File: src/rtl/alu_b_operand_stage.sv
// alu_b_operand_stage: ID/EX operand-B select with rt forwarding, immediate extension, stall and flush
module alu_b_operand_stage #(
  parameter int WIDTH = 32,
  parameter int RA_W  = 5,
  parameter int IMM_W = 16
) (
  input  logic             clk,
  input  logic             reset,
  input  logic             stall,
  input  logic             flush,
  input  logic             in_valid,
  input  logic [RA_W-1:0]  rt_addr,
  input  logic [WIDTH-1:0] rt_data,
  input  logic [IMM_W-1:0] imm,
  input  logic [1:0]       ext_op,
  input  logic             b_sel,
  input  logic             mem_we,
  input  logic [RA_W-1:0]  mem_wa,
  input  logic [WIDTH-1:0] mem_wd,
  input  logic             wb_we,
  input  logic [RA_W-1:0]  wb_wa,
  input  logic [WIDTH-1:0] wb_wd,
  output logic [WIDTH-1:0] ex_b,
  output logic [WIDTH-1:0] ex_rt,
  output logic             ex_valid,
  output logic [1:0]       ex_fwd
);
  logic [WIDTH-1:0] fwd_rt, ext_imm, sel_b, ex_b_d, ex_b_q, ex_rt_d, ex_rt_q;
  logic [1:0] src, ex_fwd_d, ex_fwd_q;
  logic mem_hit, wb_hit, ex_valid_d, ex_valid_q;
  always_comb begin
    mem_hit = mem_we && mem_wa == rt_addr && rt_addr != '0;
    wb_hit = wb_we && wb_wa == rt_addr && rt_addr != '0;
    fwd_rt = mem_hit ? mem_wd : wb_hit ? wb_wd : rt_data;
    src = mem_hit ? 2'd1 : wb_hit ? 2'd2 : 2'd0;
    ext_imm = ext_op == 2'd0 ? WIDTH'(imm) :
              ext_op == 2'd1 ? {{(WIDTH-IMM_W){imm[IMM_W-1]}}, imm} :
              ext_op == 2'd2 ? WIDTH'({imm, {IMM_W{1'b0}}}) : WIDTH'(imm[10:6]);
    sel_b = b_sel ? ext_imm : fwd_rt;
    ex_b_d = flush ? '0 : stall ? ex_b_q : sel_b;
    ex_rt_d = flush ? '0 : stall ? ex_rt_q : fwd_rt;
    ex_valid_d = flush ? 1'b0 : stall ? ex_valid_q : in_valid;
    ex_fwd_d = flush ? 2'd0 : stall ? ex_fwd_q : b_sel ? 2'd0 : src;
  end
  always_ff @(posedge clk) begin
    if (reset) begin
      ex_b_q <= '0;
      ex_rt_q <= '0;
      ex_valid_q <= 1'b0;
      ex_fwd_q <= 2'd0;
    end else begin
      ex_b_q <= ex_b_d;
      ex_rt_q <= ex_rt_d;
      ex_valid_q <= ex_valid_d;
      ex_fwd_q <= ex_fwd_d;
    end
  end
  assign ex_b = ex_b_q;
  assign ex_rt = ex_rt_q;
  assign ex_valid = ex_valid_q;
  assign ex_fwd = ex_fwd_q;
endmodule

File: config.mk
export PLATFORM = sky130hd
export DESIGN_NAME = alu_b_operand_stage
export DESIGN_NICKNAME = d
export VERILOG_FILES = /design/src/rtl/alu_b_operand_stage.sv
export SDC_FILE = /design/constraint.sdc
export NUM_CORES = 1
export LEC_CHECK = 0
export BUFFER_PORTS_ARGS = -buffer_cell sky130_fd_sc_hd__buf_2
export CAP_MARGIN = 20
export CORE_MARGIN = 5
export CORE_UTILIZATION = 35
export CTS_BUF_LIST = sky130_fd_sc_hd__clkbuf_8 sky130_fd_sc_hd__clkbuf_16
export DETAILED_ROUTE_END_ITERATION = 12
export GPL_ROUTABILITY_DRIVEN = 0
export SLEW_MARGIN = 5
export SYNTH_ARGS = -nofsm -noshare
export SYNTH_HDL_FRONTEND = slang
export SYNTH_SLANG_ARGS = --single-unit
File: constraint.sdc
create_clock -name clk -period 4.11 [get_ports clk]
set_input_delay 0.2055 -clock clk [delete_from_list [all_inputs] [get_ports clk]]
set_output_delay 0.2055 -clock clk [all_outputs]
set_load 0.005 [all_outputs]
==> results of run 1 <==
[power groups by stage]
stage	sequential (uW)	clock [uW]	combinational (uW)
2_1_floorplan	701	0	183
3_3_place_gp	700	0	321
3_5_place_dp	701	0	327
4_1_cts	687	774	329
5_1_grt	689	809	357
6_report	687	759	329
[cells in the mapped netlist]
library cell,instances,share of area (%)
a211oi_1,1,0.19
a21boi_0,1,0.19
a21boi_1,2,0.38
a21boi_2,4,1.1
a21oi_1,47,6.0
a221oi_1,17,3.8
a221oi_2,4,1.5
a22oi_1,11,2.1
a311o_1,35,8.9
a311oi_1,5,1.1
a311oi_2,10,3.8
a31oi_1,13,2.1
a32oi_1,1,0.22
and3_1,6,0.96
and4_1,2,0.45
buf_1,1,0.096
buf_2,12,1.5
buf_6,3,0.86
clkbuf_1,38,3.6
dfxtp_1,67,34
inv_1,18,1.7
mux2i_1,1,0.25
nand2_1,48,4.6
nand2b_1,1,0.16
nand3_1,32,4.1
nand4_1,2,0.32
nor2_1,10,0.96
nor3_1,25,3.2
nor3b_1,1,0.19
o211a_1,2,0.51
o211ai_1,1,0.19
o211ai_4,2,1.1
o21ai_0,30,3.8
o21ai_1,2,0.25
o22ai_1,1,0.16
o31ai_1,12,2.3
or2_2,2,0.32
or4_4,1,0.29
xnor2_1,11,2.5
[placed cells by master, fill, tap and decap left out, types with 2 or more instances in the layout]
cell	synthesis	final
a311oi_2	10	10
a21boi_2	4	4
xnor2_1	11	11
a21oi_1	47	47
o211ai_4	2	2
a22oi_1	11	11
o211a_1	2	2
or2_2	2	2
nand2_1	48	48
dfxtp_1	67	67
clkbuf_16	0	9
a31oi_1	13	13
nor2_1	10	10
buf_2	12	202
buf_4	0	9
clkbuf_8	0	4
o31ai_1	12	12
nand4_1	2	2
a221oi_2	4	4
o21ai_0	30	30
o21ai_1	2	2
clkinvlp_4	0	2
and3_1	6	6
nor3_1	25	25
a221oi_1	17	17
nand3_1	32	32
and4_1	2	2
a21boi_1	2	2
a311o_1	35	35
a311oi_1	5	5
inv_1	18	18
[cell type report]
type / instances / area [um^2]
fill: 1078 / 5700
multi-input combinational: 343 / 2280
sequential: 67 / 1340
timing repair buffer: 211 / 1080
clock buffer: 13 / 280
tap: 140 / 175
inverter: 18 / 67.6
clock inverter: 3 / 20.0
[registers in the layout, indices dropped and copies added (netlist names)]
| register | count |
|---|---|
| ex_b | 32 |
| ex_fwd | 2 |
| ex_rt | 32 |
| ex_valid | 1 |
[stage by stage]
| stage | area [um^2] | hold slack, ns | util (%) | setup slack [ns] |
|---|---|---|---|---|
| 5_1_grt | 5240 | 0.116 | 47.9 | 1.51 |
| 6_report | 5240 | 0.109 | 47.9 | 1.66 |
| 3_3_place_gp | 4940 | 0.444 | 45.2 | 1.48 |
| 3_5_place_dp | 4940 | 0.446 | 45.2 | 1.35 |
| 4_1_cts | 5240 | 0.105 | 47.9 | 1.71 |
| 2_1_floorplan | 3930 | 0.349 | - | 2.18 |
[cell families (layout without fill, tap and decap cells)]
family | after synthesis | after routing | share of synthesized area, %
flops | 67 | 67 | 34.2
compound gates | 201 | 201 | 39.8
simple gates | 130 | 130 | 15.5
mux | 1 | 1 | 0.255
xor+xnor | 11 | 11 | 2.45
buf+inv | 72 | 245 | 7.84
[per-layer routing]
layer,track usage [%],up-vias
li1,-,2190
met1,28.3,2134
met2,37.8,200
met3,4.23,17
met4,7.42,2
met5,0,-
[worst reg2reg max path: stages (launching register included)]
cell and delay (ns):
dfxtp_1 0.33, a221oi_1 0.33, a311oi_2 0.08
[how the worst min path moves through the flow]
stage,startpoint,endpoint,slack (ns),cells after the start
after floorplan,in_valid,ex_valid,0.35,2
after global routing,in_valid,ex_valid,0.12,3
after CTS,in_valid,ex_valid,0.10,3
after detailed placement,in_valid,ex_valid,0.45,3
final,in_valid,ex_valid,0.11,3
after global placement,in_valid,ex_valid,0.44,3
==> flow_metrics.py, run 1 <==
metrics = {
    "outcome": {
        "status": "finished, final reports clean",
    },
    "detailed_routing": {
        "dr.first_iter.drc_count": 353,
        "wl_per_cell_um": 19.3,
        "drc": 0,
        "vias": 4543,
        "antenna_violating_nets_post_route": 0,
        "dr_wl_met3_um": 1200,
        "totalWireLength_um": 15300,
        "avgViaCountPerCell": 5.71,
        "met2_length_um": 7390,
        "wl_met1_um": 6530,
        "top_layer_used": "met5",
        "drtPass1Iterations": 5,
    },
    "worst_setup_path": {
        "arrival_ns": 2.64,
        "path_depth": 6,
        "cp-startpoint": "rt_addr[2]",
        "endpoint_kind": "register",
        "critical_path_class": "primary input to register",
        "cp_slowest_cell": "o211ai_4",
        "crit_chain": "buf_2 > or4_4 > o211ai_4 > nor2_1 > a211oi_1 > o22ai_1",
        "r2r_end": "ex_b[28]",
        "r2r_slack_ns": 3.22,
        "slowest_delay_ns": 0.68,
        "timing.critical_path.buf_inv": 1,
        "worstSetupEndpoint": "ex_b[31]",
        "rr_worst_depth": 2,
        "cp_top_family": "compound AO/OA/AOI/OAI gates",
        "required_ns": 4.31,
        "crit_fanout": 26,
        "timing.rr.start": "ex_b[28]",
        "start_kind": "primary input",
    },
    "clock_tree": {
        "cts_buffers": 9,
        "cts-resized-gates": 0,
        "post_cts_buffers": 0,
        "cts_root_buffer": "clkbuf_16",
        "cts_hold_buf": 0,
        "htree_levels": 3,
        "cts_num_sinks": 67,
        "cts_tree": "built",
        "cts.clk_slew.worst_paths_ns": 0.06,
        "clkLatencyLatePin_ns": 0.33,
        "clock_path_buffers": 2,
    },
    "die": {
        "rows": 38,
        "fp.dieH_um": 116,
        "start_util_pct": 35.9,
        "io_pins": 204,
        "die-width_um": 116,
        "core-area_um2": 10900,
        "dieArea_um2": 13400,
    },
    "layout": {
        "num_antenna_cells": 0,
        "syn2layout_area_growth_pct": 33.5,
        "stdcell_count": 795,
        "drive_gt1_share_pct": 38.2,
        "finish.net_count": 787,
    },
    "power": {
        "total_power_uw": 1770,
        "power.share.combinational_pct": 18.5,
        "switching_power_uw": 495,
        "power_density_nw_per_um2": 339,
        "vdd_drop_max_uv": 160,
        "clockPowerShare_pct": 42.8,
        "netSwitchingFraction_pct": 27.9,
        "intPower_uw": 1280,
        "sequentialPowerShare_pct": 38.7,
        "p_leak_uw": 0.00218,
    },
    "placement": {
        "dp.cells": 779,
        "portBuffers": 203,
        "dp_hpwl_um": 11000,
    },
    "yosys": {
        "ys_ff_latch": 67,
        "syn_avg_cell_area_um2": 8.15,
        "synthCells": 482,
        "synth_area_um2": 3930,
        "seq_area_frac_synth_pct": 34.2,
        "ys_warn_count": 0,
        "syn-num-nets": 619,
        "ys_types": 39,
    },
    "timing": {
        "tightest_slew_ns": 1.04,
        "finalSetupViolCount": 0,
        "slew_headroom_pct": 30.1,
        "tns_ns": 0,
        "finalCriticalPeriod_ns": 2.45,
        "hold_viol": 0,
        "period_share_pct": 59.6,
        "finClkSkew_ns": 0,
        "fmax_ghz": 0.408,
        "rsz0062_at_grt": "false",
        "drv_slew": 0,
    },
    "global_route": {
        "grt-ovfl-total": 0,
        "grt_use_total_pct": 22.2,
        "antenna_found_initial": 1,
        "first_global_vias": 4475,
        "grt_pass1_wl_um": 23400,
        "grt_max_degree": 81,
    },
    "job": {
        "maxCapViolCount": 0,
    },
    "worst_hold_path": {
        "min_path_type": "primary input to register",
    },
}
Power figures use the tool's default switching activity.
==> run 2, diff against run 1 <==
==> constraint.sdc (replaced) <==
create_clock -name clk -period 2.46 [get_ports clk]
set_input_delay 0.123 -clock clk [delete_from_list [all_inputs] [get_ports clk]]
set_output_delay 0.123 -clock clk [all_outputs]
set_load 0.005 [all_outputs]
==> run 2 against run 1 <==
  * Global-route usage increased by 0.44 points
  * Sequential share of layout area decreased by 0.66 points
  * Design area rose by 2.6%
  * Register-to-register slack got worse by 1.7 ns
  * Clock power rose by 78%
  * Die area unchanged
==> flow_metrics.py, run 2 (synthesized netlist as in run 1, its figures left out) <==
metrics = {
    "clock_tree": {
        "cts.clk_slew.worst_paths_ns": 0.06,
        "cts_tree": "built",
        "cts-resized-gates": 0,
        "cts_root_buffer": "clkbuf_16",
        "cts_num_sinks": 67,
        "clock_path_buffers": 2,
        "post_cts_buffers": 0,
        "htree_levels": 3,
        "clkLatencyLatePin_ns": 0.33,
        "cts_buffers": 9,
        "cts_hold_buf": 0,
    },
    "die": {
        "fp.dieH_um": 116,
        "io_pins": 204,
        "rows": 38,
        "core-area_um2": 10900,
        "dieArea_um2": 13400,
        "die-width_um": 116,
        "start_util_pct": 35.9,
    },
    "worst_hold_path": {
        "hold_depth": 3,
        "hp-start": "in_valid",
        "min_path_type": "primary input to register",
        "min_to": "ex_valid",
    },
    "worst_setup_path": {
        "crit_fanout": 25,
        "critical_path_class": "primary input to register",
        "required_ns": 2.70,
        "r2r_end": "ex_b[21]",
        "r2r_slack_ns": 1.56,
        "rr_worst_depth": 2,
        "arrival_ns": 1.98,
        "start_kind": "primary input",
        "timing.rr.start": "ex_b[21]",
        "endpoint_kind": "register",
    },
    "layout": {
        "num-fill-cells": 1092,
        "drive_gt1_share_pct": 38.6,
        "layout_common_cells": "buf_2, dfxtp_1, nand2_1",
        "multiInputGateArea_um2": 2280,
        "stdcell_count": 802,
        "finish.net_count": 793,
        "final_cell_area_um2": 5380,
        "regArea_um2": 1340,
        "syn2layout_area_growth_pct": 37.0,
        "layout_commonest_cell": "buf_2",
    },
    "timing": {
        "rsz0062_at_grt": "false",
        "drv_slew": 0,
        "slew_headroom_pct": 38.4,
        "fmax_ghz": 0.574,
        "tns_ns": 0,
        "finalWorstSetupSlack_ns": 0.718,
        "finalCriticalPeriod_ns": 1.74,
        "tightest_slew_ns": 0.920,
        "finClkSkew_ns": 0,
        "finalSetupViolCount": 0,
        "period_share_pct": 70.8,
        "hold_viol": 0,
    },
    "power": {
        "netSwitchingFraction_pct": 27.4,
        "sequentialPowerShare_pct": 37.3,
        "intPower_uw": 2230,
        "vdd_drop_max_uv": 277,
        "p_leak_uw": 0.00224,
        "switching_power_uw": 842,
        "total_power_uw": 3080,
        "power_density_nw_per_um2": 572,
        "clockPowerShare_pct": 44.0,
        "power.share.combinational_pct": 18.8,
    },
    "placement": {
        "placed_cell_area_um2": 5060,
        "dp.cells": 785,
        "portBuffers": 203,
        "dp_hpwl_um": 11200,
        "place_ws_ns": 0.381,
    },
    "detailed_routing": {
        "antenna_violating_nets_post_route": 0,
        "avgViaCountPerCell": 5.81,
        "dr.first_iter.drc_count": 310,
        "vias": 4663,
        "totalWireLength_um": 15500,
        "drtPass1Iterations": 5,
        "drc": 0,
        "wl_per_cell_um": 19.3,
    },
    "global_route": {
        "antenna_found_initial": 2,
        "grt_max_degree": 69,
        "grt_pass1_wl_um": 23800,
        "grt-ovfl-total": 0,
        "first_global_vias": 4557,
        "grt_use_total_pct": 22.7,
    },
    "outcome": {
        "status": "finished, final reports clean",
    },
    "job": {
        "maxCapViolCount": 0,
    },
}
## run 2: changes by cell type in the layout (fill, tap and decap cells not counted)
cell	change
buf_12	+6
bufinv_16	+1
clkbuf_8	-1
clkinv_2	-1
diode_2	+1
inv_1	+1
## run 2: routing by layer
metal  part of all wire (%)  global-route usage, %  up-vias
met5                  0.045                      0        -
met4                    2.9                   10.1        2
met3                    7.7                   4.60       30
met2                     46                   35.7      225
met1                     43                   30.0     2192
li1                       -                      -     2214
## run 2: metrics by stage
step                      util [%]  hold slack (ns)
after floorplan                  -            0.267
after global placement        46.3            0.359
after detailed placement      46.3            0.363
after CTS                     49.2           0.0147
after global routing          49.2           0.0300
final                         49.2           0.0273
## run 2: layout make-up
class,instances,share of cell area [%]
well taps,140,3.26
clock inverters,4,0.907
flip-flops and latches,67,24.9
multi-input cells,343,42.3
repair buffers,217,22.3
inverters,18,1.26
clock buffers,12,4.96
diodes,1,0.0465
## run 2: worst max-delay path by stage
stage | from | endpoint | slack [ns] | cells after the start
2_1_floorplan | rt_addr[2] | ex_b[3] | 0.61 | 7
5_1_grt | rt_addr[2] | ex_b[16] | 0.59 | 7
3_5_place_dp | rt_addr[2] | ex_b[16] | 0.38 | 7
4_1_cts | rt_addr[2] | ex_b[16] | 0.74 | 7
3_3_place_gp | rt_addr[2] | ex_b[16] | 0.42 | 7
6_report | rt_addr[2] | ex_b[16] | 0.72 | 7
## run 2: worst max-delay path, cell delays in order
cell and delay (ns):
buf_2 0.12, or4_4 0.58, o211ai_4 0.22, buf_12 0.21
nor3_1 0.06, a311o_1 0.39, a311oi_1 0.26
## run 2: power by group through the flow
stage / Sequential [uW] / Clock, uW / Combinational [uW]
6_report: 1150 / 1350 / 577
3_3_place_gp: 1170 / 0 / 565
5_1_grt: 1150 / 1440 / 629
3_5_place_dp: 1170 / 0 / 575
2_1_floorplan: 1170 / 0 / 306
4_1_cts: 1150 / 1390 / 577
==> run 3, diff against run 2 <==
--- a/config.mk
+++ b/config.mk
@@ -5,6 +5,7 @@
 export SDC_FILE = /design/constraint.sdc
 export NUM_CORES = 1
 export LEC_CHECK = 0
+export ABC_AREA = 1
 export BUFFER_PORTS_ARGS = -buffer_cell sky130_fd_sc_hd__buf_2
 export CAP_MARGIN = 20
 export CORE_MARGIN = 5
@@ -12,6 +13,7 @@
 export CTS_BUF_LIST = sky130_fd_sc_hd__clkbuf_8 sky130_fd_sc_hd__clkbuf_16
 export DETAILED_ROUTE_END_ITERATION = 12
 export GPL_ROUTABILITY_DRIVEN = 0
+export PLACE_DENSITY = 0.66
 export SLEW_MARGIN = 5
 export SYNTH_ARGS = -nofsm -noshare
 export SYNTH_HDL_FRONTEND = slang
==> constraint.sdc (replaced) <==
create_clock -name clk -period 1.48 [get_ports clk]
set_input_delay 0.074 -clock clk [delete_from_list [all_inputs] [get_ports clk]]
set_output_delay 0.074 -clock clk [all_outputs]
set_load 0.005 [all_outputs]
==> run 3 against run 2 <==
  * Synthesized area increased by 7.9%
  * Combinational power rose by 68%
  * Clock-buffer cell count is 3 lower
  * Synthesized cell count is 37% higher
  * Clock skew did not move
==> flow_metrics.py, run 3 <==
metrics = {
    "outcome": {
        "status": "finished, final reports clean",
    },
    "timing": {
        "fmax_ghz": 0.910,
        "period_share_pct": 74.2,
        "rsz0062_at_grt": "false",
        "slew_headroom_pct": 72.3,
        "finClkSkew_ns": 0,
        "hold_viol": 0,
        "drv_slew": 0,
        "finalSetupViolCount": 0,
        "tns_ns": 0,
        "tightest_slew_ns": 0.414,
        "finalCriticalPeriod_ns": 1.10,
    },
    "detailed_routing": {
        "top_layer_used": "met4",
        "totalWireLength_um": 15800,
        "wl_met1_um": 6700,
        "wl_per_cell_um": 15.6,
        "vias": 4836,
        "avgViaCountPerCell": 4.77,
        "drtPass1Iterations": 5,
        "dr_wl_met3_um": 1280,
        "antenna_violating_nets_post_route": 0,
        "drc": 0,
        "dr.first_iter.drc_count": 401,
        "met2_length_um": 7340,
    },
    "clock_tree": {
        "cts_root_buffer": "clkbuf_16",
        "post_cts_buffers": 0,
        "cts_hold_buf": 1,
        "cts.clk_slew.worst_paths_ns": 0.05,
        "cts_tree": "built",
        "htree_levels": 3,
        "cts_buffers": 9,
        "clock_path_buffers": 2,
        "clkLatencyLatePin_ns": 0.33,
        "cts_num_sinks": 67,
        "cts-resized-gates": 0,
    },
    "layout": {
        "drive_gt1_share_pct": 34.9,
        "layout_common_cells": "buf_2, nand2_1, inv_1",
        "layout_commonest_cell": "buf_2",
        "final_cell_area_um2": 5780,
        "syn2layout_area_growth_pct": 36.3,
        "finish.net_count": 999,
    },
    "power": {
        "total_power_uw": 4750,
        "p_leak_uw": 0.00336,
        "vdd_drop_max_uv": 482,
        "power_density_nw_per_um2": 823,
    },
    "yosys": {
        "synth_edf_count": 0,
        "netlist_top_cells_count": "nand2_1, inv_1, dfxtp_1, nor2_1, nand3_1",
        "ys_types": 35,
        "synthCells": 659,
        "async_flop_share_pct": 0,
        "ys_warn_count": 0,
        "synth.most_common_cell": "nand2_1",
        "synth_flop_cell": "dfxtp_1",
        "synth_area_um2": 4240,
        "ys_ff_latch": 67,
        "synth.area.top_cells": "dfxtp_1, nand2_1, inv_1",
        "syn_avg_cell_area_um2": 6.43,
        "yosys.area.top_type_share_pct": 31.7,
        "seq_area_frac_synth_pct": 31.7,
        "syn-num-nets": 796,
        "yosysTopAreaCell": "dfxtp_1",
    },
    "die": {
        "dieArea_um2": 14400,
        "rows": 40,
        "start_util_pct": 35.4,
        "io_pins": 204,
        "fp.dieH_um": 120,
        "die-width_um": 120,
        "core-area_um2": 12000,
    },
    "global_route": {
        "grt_max_degree": 32,
        "grt-ovfl-total": 0,
        "grt_use_total_pct": 21.9,
        "antenna_found_initial": 1,
        "grt_pass1_wl_um": 24600,
        "first_global_vias": 4767,
    },
    "worst_setup_path": {
        "worstSetupEndpoint": "ex_b[20]",
        "start_kind": "primary input",
        "critical_path_class": "primary input to register",
        "arrival_ns": 1.33,
        "r2r_end": "ex_b[22]",
        "r2r_slack_ns": 0.60,
        "crit_fanout": 28,
        "endpoint_kind": "register",
        "timing.rr.start": "ex_b[22]",
        "rr_worst_depth": 4,
        "cp-startpoint": "rt_addr[3]",
        "required_ns": 1.71,
    },
    "job": {
        "maxCapViolCount": 0,
    },
    "placement": {
        "portBuffers": 203,
        "placed_cell_area_um2": 5510,
        "dp_hpwl_um": 12600,
    },
    "worst_hold_path": {
        "min_path_type": "primary input to register",
    },
}
## run 3: how the worst min path moves through the flow
stage,startpoint,to,slack (ns),depth (start not counted)
6_report,mem_wd[7],ex_rt[7],0.04,3
5_1_grt,mem_wd[8],ex_rt[8],0.04,3
4_1_cts,mem_wd[31],ex_rt[31],0.03,3
3_5_place_dp,in_valid,ex_valid,0.34,3
3_3_place_gp,in_valid,ex_valid,0.33,3
2_1_floorplan,in_valid,ex_valid,0.22,2
## run 3: layout make-up
| class | instances | area [um^2] |
|---|---|---|
| clock inverter | 5 | 25.0 |
| inverter | 87 | 327 |
| tap | 147 | 184 |
| fill | 1283 | 6180 |
| multi-input combinational | 465 | 2340 |
| sequential | 67 | 1340 |
| antenna | 1 | 2.50 |
| clock buffer | 9 | 225 |
| timing repair buffer | 232 | 1340 |
## run 3: per-layer routing
metal  global-route usage, %  up-vias
met3                    6.31       35
met4                    8.59        0
li1                        -     2498
met5                       0        -
met1                    26.4     2096
met2                    36.5      207
## run 3: kinds of logic (layout without fill, tap and decap cells)
| logic type | count (synthesis) | count (layout) | synth area share, % |
|---|---|---|---|
| other cells | 0 | 1 | 0 |
| flops | 67 | 67 | 31.7 |
| buf+inv | 127 | 333 | 13.3 |
| xor+xnor | 2 | 2 | 0.413 |
| mux | 5 | 5 | 1.18 |
| compound gates | 109 | 109 | 15.8 |
| simple gates | 349 | 349 | 37.6 |
## run 3: per-stage QoR
| stage | instances | worst slack, ns | hold WS (ns) | utilization [%] |
|---|---|---|---|---|
| 3_3_place_gp | 997 | 0.0545 | 0.330 | 46.1 |
| 3_5_place_dp | 997 | 0.0266 | 0.339 | 46.1 |
| 6_report | 1013 | 0.382 | 0.0399 | 48.3 |
| 2_1_floorplan | 659 | 0.301 | 0.218 | - |
| 5_1_grt | 1013 | 0.218 | 0.0386 | 48.3 |
| 4_1_cts | 1012 | 0.374 | 0.0337 | 48.3 |
## run 3: critical path, stage by stage
cell and delay (ns):
buf_2 0.11, inv_2 0.05, a21boi_2 0.13, nand2_2 0.10
nor2_8 0.15, nand2_4 0.09, buf_12 0.18, nand2_2 0.07
nand3_2 0.06, nand3_1 0.12, nand3_1 0.09, nand2_1 0.06
inv_1 0.03
## run 3: power breakdown
| part | internal, uW | total, uW | leakage [uW] | switching, uW |
|---|---|---|---|---|
| Clock | 1090 | 1860 | 0.000130 | 770 |
| Sequential | 1880 | 1920 | 0.000547 | 38.7 |
| Combinational | 421 | 970 | 0.00268 | 549 |
| Total | 3390 | 4750 | 0.00336 | 1360 |
